### config.mk
export PLATFORM = sky130hd
export DESIGN_NAME = instruction_memory_loader
export DESIGN_NICKNAME = d
export VERILOG_FILES = /design/src/rtl/loader_pkg.sv /design/src/rtl/byte_word_assembler.sv /design/src/rtl/instruction_memory_loader.sv
export SDC_FILE = /design/constraint.sdc
export NUM_CORES = 1
export LEC_CHECK = 0
export BUFFER_PORTS_ARGS = -buffer_cell sky130_fd_sc_hd__buf_4
export CAP_MARGIN = 20
export CORE_MARGIN = 10
export CORE_UTILIZATION = 30
export CTS_CLUSTER_DIAMETER = 50
export CTS_CLUSTER_SIZE = 28
export DETAILED_ROUTE_END_ITERATION = 8
export HOLD_SLACK_MARGIN = 0.03
export PLACE_DENSITY = 0.45
export REMOVE_ABC_BUFFERS = 1
export SLEW_MARGIN = 5
export SYNTH_ARGS = -nofsm -noshare
export SYNTH_HDL_FRONTEND = slang
export SYNTH_SLANG_ARGS = --single-unit
### constraint.sdc
create_clock -name CLK -period 3.7 [get_ports CLK]
set_clock_uncertainty 0.1 [all_clocks]
set_input_delay 0.74 -clock CLK [delete_from_list [all_inputs] [get_ports CLK]]
set_output_delay 0.74 -clock CLK [all_outputs]
set_load 0.01 [all_outputs]
### src/rtl/loader_pkg.sv
// Shared definitions for the instruction memory loader: FSM states,
// stream/word geometry constants and the length bound helper.
package loader_pkg;

    localparam int unsigned BYTE_W     = 8;
    localparam int unsigned WORD_W     = 32;
    localparam int unsigned ADDR_W     = 32;
    localparam int unsigned LEN_W      = 16;
    localparam int unsigned WORD_BYTES = 4;
    localparam int unsigned ADDR_STEP  = 4;
    localparam int unsigned LANE_W     = $clog2(WORD_BYTES);

    typedef enum logic [2:0] {
        IDLE,
        LEN0,
        LEN1,
        DATA,
        WRITE,
        CHK,
        DONE,
        ERROR
    } load_state_t;

    // Number of words that fit between the base address and the top of memory.
    function automatic int unsigned max_words(input int unsigned mem_size,
                                              input int unsigned base_addr);
        return (mem_size - base_addr) / ADDR_STEP;
    endfunction

endpackage

### src/rtl/byte_word_assembler.sv
// Byte-to-word assembler: places each accepted byte into its little-endian
// lane of a 32-bit word and folds it into a running XOR checksum.
// Ports:
//   clk, rst_n    clock, async active-low reset
//   clear         synchronous restart of lane, word and checksum
//   byte_en       byte_in is accepted this cycle
//   byte_in       stream byte
//   word          assembled word (registered)
//   checksum      XOR of all bytes accepted since the last clear (registered)
//   word_ready_c  the byte accepted this cycle completes a word
module byte_word_assembler
    import loader_pkg::*;
(
    input  logic              clk,
    input  logic              rst_n,
    input  logic              clear,
    input  logic              byte_en,
    input  logic [BYTE_W-1:0] byte_in,
    output logic [WORD_W-1:0] word,
    output logic [BYTE_W-1:0] checksum,
    output logic              word_ready_c
);

    logic [LANE_W-1:0] lane;

    assign word_ready_c = byte_en && (lane == LANE_W'(WORD_BYTES - 1));

    // Lane placement overwrites every lane of each word, so no stale bytes survive.
    always_ff @(posedge clk or negedge rst_n) begin
        if (!rst_n) begin
            lane     <= '0;
            word     <= '0;
            checksum <= '0;
        end else if (clear) begin
            lane     <= '0;
            word     <= '0;
            checksum <= '0;
        end else if (byte_en) begin
            word[{lane, 3'b000} +: BYTE_W] <= byte_in;
            lane                           <= lane + LANE_W'(1);
            checksum                       <= checksum ^ byte_in;
        end
    end

endmodule

### src/rtl/instruction_memory_loader.sv
// Instruction memory loader: parses a length-prefixed, XOR-checksummed byte
// stream, writes little-endian words to consecutive addresses from BASE_ADDR,
// and holds the CPU until a load completes with a matching checksum.
// Ports:
//   CLK, RESET           clock, async active-low reset
//   START                one-cycle pulse to begin a load (IDLE/DONE/ERROR only)
//   BYTE_IN/BYTE_VALID   stream byte and its valid
//   BYTE_READY           loader accepts a byte (registered, independent of valid)
//   WRITE_ENABLE/ADDRESS/DATA  instruction memory write port
//   WORDS_WRITTEN        words written in the current load
//   CPU_HOLD, LOAD_DONE, LOAD_ERROR  status
module instruction_memory_loader
    import loader_pkg::*;
#(
    parameter int unsigned MEM_SIZE  = 1024,
    parameter int unsigned BASE_ADDR = 0
) (
    input  logic              CLK,
    input  logic              RESET,
    input  logic              START,
    input  logic [BYTE_W-1:0] BYTE_IN,
    input  logic              BYTE_VALID,
    output logic              BYTE_READY,
    output logic              WRITE_ENABLE,
    output logic [ADDR_W-1:0] WRITE_ADDRESS,
    output logic [WORD_W-1:0] WRITE_DATA,
    output logic [LEN_W-1:0]  WORDS_WRITTEN,
    output logic              CPU_HOLD,
    output logic              LOAD_DONE,
    output logic              LOAD_ERROR
);

    localparam int unsigned MAX_WORDS = max_words(MEM_SIZE, BASE_ADDR);

    load_state_t       state, state_n;
    logic [LEN_W-1:0]  target, target_n;
    logic [LEN_W-1:0]  count_n;
    logic [LEN_W-1:0]  len_c;
    logic [ADDR_W-1:0] addr_n;
    logic              ready_n, we_n, hold_n, done_n, error_n;
    logic              accept_c, clear_c, data_en_c, word_ready_c;
    logic [BYTE_W-1:0] checksum;

    assign accept_c = BYTE_VALID && BYTE_READY;
    // Full length once the high byte arrives; the low byte was parked in target.
    assign len_c    = {BYTE_IN, target[BYTE_W-1:0]};

    byte_word_assembler u_assembler (
        .clk          (CLK),
        .rst_n        (RESET),
        .clear        (clear_c),
        .byte_en      (data_en_c),
        .byte_in      (BYTE_IN),
        .word         (WRITE_DATA),
        .checksum     (checksum),
        .word_ready_c (word_ready_c)
    );

    // Next state, counters and the next value of every registered output.
    always_comb begin
        state_n   = state;
        target_n  = target;
        count_n   = WORDS_WRITTEN;
        addr_n    = WRITE_ADDRESS;
        clear_c   = 1'b0;
        data_en_c = 1'b0;

        case (state)
            IDLE, DONE, ERROR: begin
                if (START) begin
                    clear_c  = 1'b1;
                    target_n = '0;
                    count_n  = '0;
                    addr_n   = ADDR_W'(BASE_ADDR);
                    state_n  = LEN0;
                end
            end
            LEN0: begin
                if (accept_c) begin
                    target_n = LEN_W'(BYTE_IN);
                    state_n  = LEN1;
                end
            end
            LEN1: begin
                if (accept_c) begin
                    target_n = len_c;
                    if (len_c == '0) begin
                        state_n = DONE;
                    end else if (32'(len_c) > MAX_WORDS) begin
                        state_n = ERROR;
                    end else begin
                        state_n = DATA;
                    end
                end
            end
            DATA: begin
                data_en_c = accept_c;
                if (word_ready_c) begin
                    state_n = WRITE;
                end
            end
            WRITE: begin
                addr_n  = WRITE_ADDRESS + ADDR_W'(ADDR_STEP);
                count_n = WORDS_WRITTEN + LEN_W'(1);
                state_n = (count_n == target) ? CHK : DATA;
            end
            CHK: begin
                if (accept_c) begin
                    state_n = (BYTE_IN == checksum) ? DONE : ERROR;
                end
            end
            default: state_n = IDLE;
        endcase

        ready_n = (state_n == LEN0) || (state_n == LEN1) ||
                  (state_n == DATA) || (state_n == CHK);
        we_n    = (state_n == WRITE);
        done_n  = (state_n == DONE);
        error_n = (state_n == ERROR);
        hold_n  = (state_n != DONE);
    end

    // State, counters and registered outputs.
    always_ff @(posedge CLK or negedge RESET) begin
        if (!RESET) begin
            state         <= IDLE;
            target        <= '0;
            WORDS_WRITTEN <= '0;
            WRITE_ADDRESS <= ADDR_W'(BASE_ADDR);
            BYTE_READY    <= 1'b0;
            WRITE_ENABLE  <= 1'b0;
            CPU_HOLD      <= 1'b1;
            LOAD_DONE     <= 1'b0;
            LOAD_ERROR    <= 1'b0;
        end else begin
            state         <= state_n;
            target        <= target_n;
            WORDS_WRITTEN <= count_n;
            WRITE_ADDRESS <= addr_n;
            BYTE_READY    <= ready_n;
            WRITE_ENABLE  <= we_n;
            CPU_HOLD      <= hold_n;
            LOAD_DONE     <= done_n;
            LOAD_ERROR    <= error_n;
        end
    end

endmodule

==> results.json, run 1 <==
{
  "design_power_total_mw": 5.25,
  "synthFlopType": "dfrtp_1",
  "seqCellArea_um2": 2800,
  "antenna_left": 0,
  "fp.dieH_um": 157,
  "tritoncts": "built",
  "wl_per_cell_um": 18.0,
  "grt_max_degree": 69,
  "drt-vias-per-instance": 5.18,
  "maxCapViolCount": 0,
  "reg2regPathDepth": 6,
  "rsz0062_at_grt": "false",
  "gp_congestion": 0.794,
  "totalWireLength_um": 15900,
  "insertion_delay_ns": 0.36,
  "clock_sinks": 112,
  "htree_levels": 3,
  "synth_most_common_cell": "dfrtp_1",
  "multi_input_area_um2": 2660,
  "cts.clk_slew.worst_paths_ns": 0.08,
  "drtPass1Iterations": 4,
  "syn_to_final_growth_pct": 21.5,
  "rows": 50,
  "cp.required_ns": 3.88,
  "n_fill_cell": 1865,
  "dp_hpwl_um": 11100,
  "ys_ff_latch": 112,
  "post_cts_resized": 0,
  "num_vias": 4582,
  "pin_count": 97,
  "grt_pass1_wl_um": 25800,
  "antenna_found_initial": 0,
  "worstSetupStartpointType": "flip-flop",
  "reg2reg_slack_ns": 1.17,
  "core_area_um2": 18600,
  "io_buffers": 94,
  "crit_fanout": 24,
  "r2r-end": "WRITE_ADDRESS[10]",
  "synth_area_leaders": "dfrtp_1, a22o_1, nand2_1, o21ai_0, xnor2_1",
  "synth_warnings": 0,
  "ys_seq_area_share_pct": 49.9,
  "grt_usage_pct": 13.1,
  "finalCriticalPeriod_ns": 2.53,
  "postLayoutSetupSlackWorst_ns": 1.17,
  "cts_buffers": 9,
  "cts_hold_buffers": 0,
  "fp.dieW_um": 157,
  "drive_gt1_share_pct": 19.7,
  "nets": 664,
  "p_leak_nw": 3.19,
  "synthArstFlopShare_pct": 100,
  "cp.arrival_ns": 2.71,
  "instances_no_fill": 884,
  "avgSynthCellArea_um2": 9.88,
  "syn_area_um2": 5620,
  "synth-edff-count": 0,
  "fin_tns_setup_ns": 0,
  "finalHoldViolations": 0,
  "netlist.area_leader.share_pct": 49.4,
  "grt_overflow_total": 0,
  "tightest_slew_ns": 1.01,
  "fmax_mhz": 396,
  "clock_path_buffers": 2,
  "diodes": 0,
  "start_util_pct": 30.3,
  "worstHoldPathType": "in2async",
  "netlist_top_cells_count": "dfrtp_1, nand2_1, o21ai_0",
  "yosys.area.top_type": "dfrtp_1",
  "slew_violations": 0,
  "post_cts_buffers": 0,
  "path_class": "reg2reg",
  "grt_pass1_vias": 4640,
  "synth_cell_types": 53,
  "pre_cts_slack_ns": 1.16,
  "finalCritPeriodShare_pct": 68.3,
  "reg2reg_from": "state[0]",
  "drt_iter0_markers": 294,
  "p_per_area_nw_per_um2": 768,
  "setup_viol": 0,
  "outcome": "finished, final reports clean",
  "place_inst": 868,
  "die_area_um2": 24600,
  "syn_inst": 569,
  "slew_headroom_pct": 32.5,
  "cp-end-kind": "flip-flop",
  "ir_worst_vdd_mv": 0.285,
  "drt_drc_violations_left": 0,
  "cts_root_buffer": "clkbuf_16"
}
[worst max-delay path, cell delays in order, from the launching register on]
cell and delay [ns]:
dfrtp_1 0.64, nor3_1 0.14, o21ai_2 0.82, nand2_1 0.42
o21ai_0 0.19, nand2_1 0.07, o21ai_0 0.06
[logic make-up after synthesis]
kind of cell / synth area share [%]
muxes: 2.67
AOI/OAI and AO/OA: 16.2
adders and majority gates: 1.56
xor gates and xnor gates: 6.79
and+or+nand+nor: 19.7
other: 0.0667
buffers and inverters: 3.14
DFF: 49.9
[layout make-up]
class                      instances  share of cell area [%]
clock buffer                      10                    3.35
clock inverter                     6                   0.916
inverter                           3                   0.165
multi-input combinational        417                    38.9
sequential                       112                    41.0
tap                              234                    4.28
timing repair buffer             102                    11.4
[metal layers]
layer | part of all wire, % | global-route usage (%)
met1 | 48 | 17.4
met2 | 45 | 20.2
met3 | 5.7 | 3.47
met5 | 0 | 0
met4 | 1.4 | 4.09
[placed cells by master (no fill, tap or decap), types with 9 or more instances in the layout]
| cell type | Yosys | final |
|---|---|---|
| and3_1 | 12 | 12 |
| dfrtp_1 | 111 | 111 |
| xnor2_1 | 22 | 22 |
| a22o_1 | 42 | 42 |
| o31ai_1 | 11 | 11 |
| nand4_1 | 12 | 12 |
| and4_1 | 11 | 11 |
| a21oi_1 | 9 | 9 |
| xor2_1 | 19 | 19 |
| mux2i_1 | 15 | 15 |
| nand2_1 | 83 | 83 |
| o21ai_0 | 49 | 49 |
| clkbuf_16 | 0 | 9 |
| nor2_1 | 30 | 30 |
| buf_4 | 4 | 101 |
| nand3_1 | 30 | 30 |
[worst max path at each step]
stage | from | to | slack [ns]
3_5_place_dp | BYTE_VALID | u_assembler.word[4] | 1.16
5_1_grt | state[1] | WRITE_ADDRESS[10] | 0.90
6_report | state[0] | WRITE_ADDRESS[10] | 1.17
3_3_place_gp | BYTE_VALID | u_assembler.word[2] | 1.17
4_1_cts | state[0] | WORDS_WRITTEN[14] | 1.14
2_1_floorplan | state[2] | WRITE_ADDRESS[22] | 0.84
[metrics by stage]
stage,util (%),hold slack [ns],instance area [um2]
3_5_place_dp,35.2,0.393,6540
4_1_cts,36.8,0.313,6830
3_3_place_gp,35.2,0.376,6540
5_1_grt,36.8,0.332,6830
6_report,36.8,0.281,6830
2_1_floorplan,-,0.344,5460
[sequential cells by signal, indices dropped and copies added (netlist names), 2 cells and up]
name                  flops
WORDS_WRITTEN            16
WRITE_ADDRESS            30
state                     3
target                   16
u_assembler.checksum      8
u_assembler.lane          2
u_assembler.word         32
[power breakdown]
group	leakage [nW]	internal [mW]	switching, mW	total, mW
logic	1.54	1.01	1.02	2.03
clock network	0.142	0.477	0.506	0.983
registers	1.50	1.67	0.561	2.23
total	3.19	3.16	2.08	5.25
No activity file was read; power rests on OpenSTA's default activity.
==> run 2, diff against run 1 <==
--- a/config.mk
+++ b/config.mk
@@ -5,6 +5,7 @@
 export SDC_FILE = /design/constraint.sdc
 export NUM_CORES = 1
 export LEC_CHECK = 0
+export ABC_AREA = 1
 export BUFFER_PORTS_ARGS = -buffer_cell sky130_fd_sc_hd__buf_4
 export CAP_MARGIN = 20
 export CORE_MARGIN = 10
@@ -13,7 +14,7 @@
 export CTS_CLUSTER_SIZE = 28
 export DETAILED_ROUTE_END_ITERATION = 8
 export HOLD_SLACK_MARGIN = 0.03
-export PLACE_DENSITY = 0.45
+export PLACE_DENSITY = 0.46
 export REMOVE_ABC_BUFFERS = 1
 export SLEW_MARGIN = 5
 export SYNTH_ARGS = -nofsm -noshare
==> constraint.sdc (replaced) <==
create_clock -name CLK -period 2.16 [get_ports CLK]
set_clock_uncertainty 0.1 [all_clocks]
set_input_delay 0.432 -clock CLK [delete_from_list [all_inputs] [get_ports CLK]]
set_output_delay 0.432 -clock CLK [all_outputs]
set_load 0.01 [all_outputs]
==> run 2 against run 1 <==
Core utilization increased by 3.9 points; final area is 17% higher; critical endpoint is now LOAD_DONE; maximum frequency is 19% higher; first-iteration DRC count up 29%; clock power up 72%; largest power group is now combinational logic; critical path type unchanged.
==> results.json, run 2 <==
{
  "outcome": "finished, final reports clean",
  "cts_buffers": 9,
  "grt_overflow_total": 0,
  "synth-edff-count": 0,
  "syn_area_um2": 6040,
  "cpMaxStageDelayCell": "dfrtp_1",
  "rsz0062_at_grt": "true",
  "synth_warnings": 0,
  "largest_reg_flops": 32,
  "critPathLaunch": "WORDS_WRITTEN[0]",
  "pwr-share-clk_pct": 20.9,
  "min_from": "BYTE_IN[7]",
  "drt_drc_violations_left": 0,
  "top_layer": "met4",
  "instances_no_fill": 1176,
  "finalCriticalPeriod_ns": 2.13,
  "synth-adder-area-share_pct": 1.45,
  "num_vias": 5660,
  "cp-end-kind": "flip-flop",
  "totalWireLength_um": 19900,
  "synthFlopType": "dfrtp_1",
  "grt_pass1_wl_um": 31500,
  "syn_inst": 752,
  "timing.hold.ws_ns": 0.295,
  "antenna_found_initial": 0,
  "synthMuxAreaShare_pct": 0.497,
  "syn_to_final_growth_pct": 32.2,
  "dp_hpwl_um": 15100,
  "setup_viol": 0,
  "fmax_mhz": 469,
  "cts_root_buffer": "clkbuf_16",
  "finalHoldViolations": 0,
  "yosys.area_share.xor_xnor_pct": 1.99,
  "wl_met2_um": 9080,
  "yosys.area_share.simple_pct": 28.5,
  "clock_sinks": 112,
  "core_area_um2": 19700,
  "worstSetupStartpointType": "flip-flop",
  "drive_gt1_share_pct": 26.7,
  "worstHoldPathType": "in2reg",
  "ir_worst_vdd_mv": 0.496,
  "met3_length_um": 754,
  "grt_usage_pct": 15.0,
  "reg2reg_slack_ns": 0.03,
  "ys_seq_area_share_pct": 46.4,
  "n_fill_cell": 2088,
  "crit_top_cell": "nand2_1",
  "p_sw_mw": 3.38,
  "grt_pass1_vias": 5584,
  "cpPeakStageDelay_ns": 0.41,
  "cp.arrival_ns": 2.28,
  "synth_top_family_by_area": "simple AND/OR/NAND/NOR gates",
  "slew_violations": 0,
  "fp.dieH_um": 162,
  "cts.clk_slew.worst_paths_ns": 0.08,
  "mostFrequentLayoutCell": "buf_4",
  "top_regs": "u_assembler.word (32), WRITE_ADDRESS (30)",
  "diodes": 0,
  "yosys.area.top_type": "dfrtp_1",
  "pin_count": 97,
  "p_per_area_nw_per_um2": 1010,
  "io_buffers": 94,
  "place_inst": 1148,
  "antenna_left": 0,
  "critPathTopFamily": "simple AND/OR/NAND/NOR gates",
  "synth_compound_area_share_pct": 12.6,
  "maxCapViolCount": 0,
  "ys_ff_latch": 112,
  "regMostFlops": "u_assembler.word",
  "synth_most_common_cell": "nand2_1",
  "p_leak_nw": 3.83,
  "slew_headroom_pct": 64.5,
  "fp.dieW_um": 162,
  "gp_congestion": 0.909,
  "synth_area_leaders": "dfrtp_1, nand2_1, nand3_1, inv_1, o21ai_0",
  "die_area_um2": 26200,
  "crit_fanout": 9,
  "seqPwrFrac_pct": 34.9,
  "drt-vias-per-instance": 4.81,
  "clock_path_buffers": 2,
  "synthArstFlopShare_pct": 100,
  "seqCellArea_um2": 2810,
  "layout_common_cells": "buf_4, nand2_1, dfrtp_1",
  "nets": 925,
  "tightest_slew_ns": 0.529,
  "internal-power_mw": 4.71,
  "avgSynthCellArea_um2": 8.04,
  "wl_met1_um": 9770,
  "htree_levels": 3,
  "cp.required_ns": 2.31,
  "netlist_top_cells_count": "nand2_1, dfrtp_1, inv_1",
  "reg2reg_from": "WORDS_WRITTEN[0]",
  "grt_max_degree": 62,
  "tritoncts": "built",
  "path_class": "reg2reg",
  "finalCritPeriodShare_pct": 98.7,
  "swShare_pct": 41.8,
  "start_util_pct": 30.8,
  "cp_num_buf_inv": 2,
  "crit_chain": "buf_6 > nand2_2 > nor2_4 > buf_12 > nand2_4 > nor2_1 > nand2_1 > nand2_1 > nand2_1 > nand2_2 > nand2_1 > nor2_2 > nand3_2 > nand2_4 > nand3_4 > nand2_1 > nor2_2",
  "insertion_delay_ns": 0.36,
  "rows": 51,
  "synth_cell_types": 44,
  "p_comb_share_pct": 44.2,
  "netlist.area_leader.share_pct": 46.0,
  "wl_per_cell_um": 16.9,
  "multi_input_area_um2": 2890,
  "drt_iter0_markers": 378,
  "drtPass1Iterations": 5,
  "fin_util_pct": 40.7
}
## run 2: cell count changes after synthesis, sizes merged, moves of 14 or more
cell	delta
o32ai	+15
xor2	-14
a22o	-41
clkbuf	-18
xnor2	-16
o22ai	+18
nand3	+70
nor2	+29
nand2	+79
inv	+109
nand4	+14
## run 2: logic make-up after synthesis
group           after synthesis
flops                       112
buf+inv                     130
fa+ha+maj                     7
other cells                   1
xor+xnor                     12
simple gates                361
compound gates              126
mux                           3
## run 2: worst paths after layout
check	to	depth (start not counted)
max	LOAD_DONE	17
max reg2reg	LOAD_DONE	17
min	target[7]	3
min in group asynchronous	u_assembler.word[30]	2
min reg2reg	u_assembler.checksum[1]	2
max in group asynchronous	WORDS_WRITTEN[2]	3
## run 2: final cells by class
| type | instances | area share (%) |
|---|---|---|
| clock buffers | 10 | 2.99 |
| clock inverters | 6 | 0.626 |
| inverters | 116 | 5.51 |
| multi-input cells | 512 | 36.2 |
| flip-flops and latches | 112 | 35.1 |
| well taps | 265 | 4.15 |
| repair buffers | 155 | 15.4 |
## run 2: metrics by stage
step / cell area, um2 / TNS (ns) / power, mW / setup slack, ns
after detailed placement: 7440 / -0.160 / 6.23 / -0.0638
after floorplan: 5970 / 0 / 4.84 / 0.0194
after CTS: 7790 / 0 / 7.99 / 0.0185
after global placement: 7440 / -0.133 / 6.25 / -0.0617
after global routing: 7990 / -0.963 / 8.68 / -0.125
final: 7990 / 0 / 8.10 / 0.0287
## run 2: per-layer routing
metal | global-route usage (%) | vias to the layer above
met4 | 4.71 | 0
met2 | 23.2 | 119
met5 | 0 | -
li1 | - | 2847
met1 | 20.8 | 2676
met3 | 2.48 | 18
## run 2: timing repair
| action | in CTS | in global routing |
|---|---|---|
| hold buffers | 1 | 0 |
| cloned | 1 | 0 |
| resized for setup | 7 | 36 |
| endpoints found under the setup margin | 6 | 41 |
| buffers inserted | 3 | 7 |
| pin swaps | 4 | 17 |
| endpoints found under the hold margin | 19 | 0 |
## run 2: power by group through the flow
stage	registers, mW	logic, mW	clock network, mW
4_1_cts	2.81	3.43	1.75
3_5_place_dp	2.85	3.38	0
2_1_floorplan	2.88	1.95	0
6_report	2.83	3.58	1.69
3_3_place_gp	2.86	3.39	0
5_1_grt	2.88	3.99	1.81
## run 2: worst register-to-register path: stages (launching register included)
cell	delay [ns]
dfrtp_1	0.41
buf_6	0.13
nand2_2	0.06
nor2_4	0.13
buf_12	0.13
nand2_4	0.08
nor2_1	0.11
nand2_1	0.07
nand2_1	0.08
nand2_1	0.07
nand2_2	0.07
nand2_1	0.06
nor2_2	0.12
nand3_2	0.11
nand2_4	0.09
nand3_4	0.09
nand2_1	0.09
nor2_2	0.04
